<file path="src/rtl/serial_adder.sv">
// Bit-serial ripple adder: one sum bit per RUN cycle, LSB first, with registered
// sum/carry/overflow results published only on the final RUN edge.
module serial_adder #(
  parameter int N = 4
) (
  input  logic         clk,
  input  logic         rst_n,
  input  logic         start,
  input  logic [N-1:0] a,
  input  logic [N-1:0] b,
  input  logic         cin,
  output logic         busy,
  output logic         done,
  output logic [N-1:0] sum,
  output logic         cout,
  output logic         overflow,
  output logic [1:0]   o_dbg_state
);

  localparam int CW = (N > 2) ? $clog2(N) : 1;

  localparam logic [1:0] S_IDLE = 2'd0;
  localparam logic [1:0] S_RUN  = 2'd1;
  localparam logic [1:0] S_DONE = 2'd2;

  // Handshake: start is a level request honoured only in IDLE; done is a
  // one-cycle strobe in DONE, busy is high exactly in RUN; there is no ready.

  logic [1:0]    r_state;
  logic [N-1:0]  r_a;
  logic [N-1:0]  r_b;
  logic          r_carry;
  logic [CW-1:0] r_cnt;
  logic [N-1:0]  r_shift;
  logic [N-1:0]  r_sum;
  logic          r_cout;
  logic          r_ovf;

  logic          w_s;
  logic          w_c;
  logic [N-1:0]  w_shift_next;
  logic          w_last;

  assign w_s          = r_a[0] ^ r_b[0] ^ r_carry;
  assign w_c          = (r_a[0] & r_b[0]) | (r_carry & (r_a[0] ^ r_b[0]));
  assign w_shift_next = {w_s, r_shift[N-1:1]};
  assign w_last       = (r_cnt == CW'(N - 1));

  always_ff @(posedge clk or negedge rst_n) begin
    if (!rst_n) begin
      r_state <= S_IDLE;
      r_a     <= '0;
      r_b     <= '0;
      r_carry <= 1'b0;
      r_cnt   <= '0;
      r_shift <= '0;
      r_sum   <= '0;
      r_cout  <= 1'b0;
      r_ovf   <= 1'b0;
    end else begin
      case (r_state)
        S_IDLE: begin
          if (start) begin
            r_a     <= a;
            r_b     <= b;
            r_carry <= cin;
            r_cnt   <= '0;
            r_shift <= '0;
            r_state <= S_RUN;
          end
        end
        S_RUN: begin
          r_a     <= r_a >> 1;
          r_b     <= r_b >> 1;
          r_carry <= w_c;
          r_shift <= w_shift_next;
          if (w_last) begin
            // r_carry here is the carry into bit N-1, w_c the carry out of it
            r_sum   <= w_shift_next;
            r_cout  <= w_c;
            r_ovf   <= r_carry ^ w_c;
            r_state <= S_DONE;
          end else begin
            r_cnt <= r_cnt + CW'(1);
          end
        end
        S_DONE: r_state <= S_IDLE;
        default: r_state <= S_IDLE;
      endcase
    end
  end

  assign busy        = (r_state == S_RUN);
  assign done        = (r_state == S_DONE);
  assign sum         = r_sum;
  assign cout        = r_cout;
  assign overflow    = r_ovf;
  assign o_dbg_state = r_state;

endmodule
</file>
<file path="config.mk">
export PLATFORM = sky130hd
export DESIGN_NAME = serial_adder
export DESIGN_NICKNAME = d
export VERILOG_FILES = /design/src/rtl/serial_adder.sv
export SDC_FILE = /design/constraint.sdc
export NUM_CORES = 1
export LEC_CHECK = 0
export BUFFER_PORTS_ARGS = -buffer_cell sky130_fd_sc_hd__buf_4
export CAP_MARGIN = 20
export CORE_UTILIZATION = 50
export DETAILED_ROUTE_END_ITERATION = 8
export GPL_TIMING_DRIVEN = 0
export HOLD_SLACK_MARGIN = 0.02
export PLACE_DENSITY = 0.75
export SYNTH_ARGS = -nofsm -noshare
export SYNTH_HDL_FRONTEND = slang
export SYNTH_SLANG_ARGS = --single-unit
</file>
<file path="constraint.sdc">
create_clock -name clk -period 1.6 [get_ports clk]
set_input_delay 0.48 -clock clk [delete_from_list [all_inputs] [get_ports clk]]
set_output_delay 0.48 -clock clk [all_outputs]
set_load 0.05 [all_outputs]
</file>
==> impl_metrics.ini <==
[critical_path]
r2r_slack_ns = 0.25
r2r_end = sum[1]
r2r_start = r_cnt[0]
required_ns = 1.12
crit_fanout = 3
critPathCaptureType = output pin
ff2ff_path_depth = 3
worstSetupPathType = register to output pin
start_kind = register
arrival_ns = 1.13

[yosys]
yosys_warnings = 0
synth_xor_area_share_pct = 0.860
async_flop_share_pct = 100
avgSynthCellArea_um2 = 11.6
yosys.area_share.simple_pct = 8.85
synth_fp_nets = 102
synth_area_mm2 = 0.00102
muxShareOfSynthArea_pct = 7.37
synth_top_family_by_area = compound AO/OA/AOI/OAI gates
synth_area_leaders = dfrtp_1, o22ai_1, mux2_4
ys_types = 24
yosys.area.top_type = dfrtp_1
synthFlopType = dfrtp_1
yosysTopAreaCellShare_pct = 54.1
synth_seq_area_share_pct = 54.1
synth-edff-count = 0
synth_seq_cells = 22
synth_compound_area_share_pct = 20.5
synth_fa_ha_area_share_pct = 3.19
synthCells = 88

[route]
firstDrtPassIters = 4
drc = 0
vias_per_cell = 5.56
drt_iter0_drc = 9
wl_per_cell_um = 13.9
vias = 800
wl_um = 2010
ant_nets = 0

[clock_network]
cts.path.max_buffers = 2
clk_pin_slew_worst_paths_ns = 0.12
cts.sinks = 22
clockRootBuffer = clkbuf_4
clock_latency_ns = 0.30
tritoncts = done
cts_buffers = 3
postCtsHoldBufs = 0
h-tree-depth = 1

[layout]
finalNetCount = 134
nFillCells = 150
multiInputGateArea_um2 = 430
drive_gt1_share_pct = 41.2
area_delta_synth_final_pct = 31.0
layout_common_cells = buf_4, dfrtp_1, o22ai_1
stdcell_count = 144
final_common_cell = buf_4
regArea_um2 = 553
num_antenna_cells = 0

[sta]
finalSetupViolCount = 1
setup_slack_ns = -0.00884
fin_tns_setup_ns = -0.00884
period_minus_slack_ns = 1.61
maxSlewHeadroom_pct = 80.4
clock-skew-final_ns = 0.00625
hold_ws_ns = 0.0404
hold_viol_final = 0
finalMaxSlewViolations = 0
worst_pin_slew_ns = 0.293
fmax_mhz = 622
rsz0062_at_grt = yes
period_share_pct = 101

[grt]
grt_usage_pct = 22.0
grt_pass1_vias = 769
grt_first_pass_wirelength_um = 3390
overflow = 0
grt_max_degree = 23
grt_antenna_before_repair = 0

[run_status]
violations = negative setup slack
status = finished with violations

[floorplanning]
core_mm2 = 0.00182
die_h_um = 47.1
design.die.area_mm2 = 0.00222
start_util_pct = 55.9
num_rows = 15
io_pins = 22
die_x_um = 47.1

[power_and_ir_drop]
power.share.clock_pct = 10.2
switching_power_mw = 1.28
comb_power_share_pct = 55.7
p_total_mw = 2.98
power.internal_mw = 1.70
leakagePower_nw = 0.638
p_seq_share_pct = 34.1
power_density_mw_per_mm2 = 2230
p_sw_share_pct = 42.9
peakVddDrop_uv = 1210

[hold_path]
hold_path_class = input port to asynchronous set/reset pin

[place]
portBuffers = 21
pre_cts_slack_ns = 0.0516
gp_congestion = 0.728
dp_cells = 134
dpl.hpwl_um = 1330

[flow_run]
drv_cap = 0
==> cells in the mapped netlist (2+ instances only) <==
library cell  instances
a21oi_1               9
a22o_1                3
buf_2                 3
buf_6                 2
clkinv_1              2
dfrtp_1              22
mux2_4                5
nand2_1               4
nand2b_1              3
nor2_1                3
o21ai_0               5
o22ai_1              14
o2bb2ai_1             2
==> registers in the layout (all words and copies together), names as in the netlist <==
register and count:
r_shift 3, cout 1, r_b 4, r_carry 1, overflow 1, sum 4
r_a 4, r_cnt 2, o_dbg_state 2
==> final cells by class <==
cell class / instances / area share, %
sequential: 22 / 41.5
multi-input combinational: 57 / 32.3
buffer: 2 / 0.750
clock buffer: 4 / 2.72
tap: 25 / 2.35
timing repair buffer: 30 / 18.6
inverter: 4 / 1.88
==> power groups by stage <==
stage          Combinational (mW)  Clock (mW)  Sequential, mW
2_1_floorplan               0.858           0            1.25
3_3_place_gp                 1.44           0           0.992
3_5_place_dp                 1.48           0            1.01
4_1_cts                      1.62       0.312            1.02
5_1_grt                      1.80       0.332            1.05
6_report                     1.66       0.303            1.01
==> metal layers <==
metal	part of all wire, %	up-vias	track usage, %	routed length [µm]
li1	-	384	-	-
met1	46	393	28.5	926
met2	49	19	36.1	990
met3	2.9	4	4.62	59
met4	1.5	0	8.57	31
met5	0	-	0	0
==> what timing repair did <==
action | 4_1_cts | 5_1_grt
setup endpoints to repair | 2 | 4
pin swaps | 0 | 0
gates resized for setup | 8 | 2
setup buffers | 8 | 1
==> cells by family (layout without fill, tap and decap cells) <==
group,Yosys count,in the layout
fa+ha+maj,2,2
simple gates,15,15
compound gates,34,34
mux,5,5
buf+inv,9,40
xor+xnor,1,1
flops,22,22
==> worst max path at each step <==
| stage | start | endpoint | slack (ns) | cells after the start |
|---|---|---|---|---|
| global route | o_dbg_state[0] | done | -0.06 | 3 |
| floorplan | o_dbg_state[1] | done | 0.02 | 3 |
| CTS | o_dbg_state[0] | done | -0.01 | 3 |
| global placement | o_dbg_state[1] | busy | 0.07 | 5 |
| finish | o_dbg_state[0] | done | -0.009 | 3 |
| detailed placement | o_dbg_state[1] | busy | 0.05 | 5 |
==> worst max-delay path, cell delays in order, from the launching register on <==
cell and delay, ns:
dfrtp_2 0.46, buf_6 0.14, nor2_4 0.07, buf_6 0.16
==> per-stage QoR <==
step | instance area, µm² | utilization, %
after global placement | 1220 | 67.2
after floorplan | 1030 | -
final | 1330 | 73.3
after CTS | 1320 | 72.6
after detailed placement | 1220 | 67.2
after global routing | 1330 | 73.3
(Power assumes the default switching activity.)
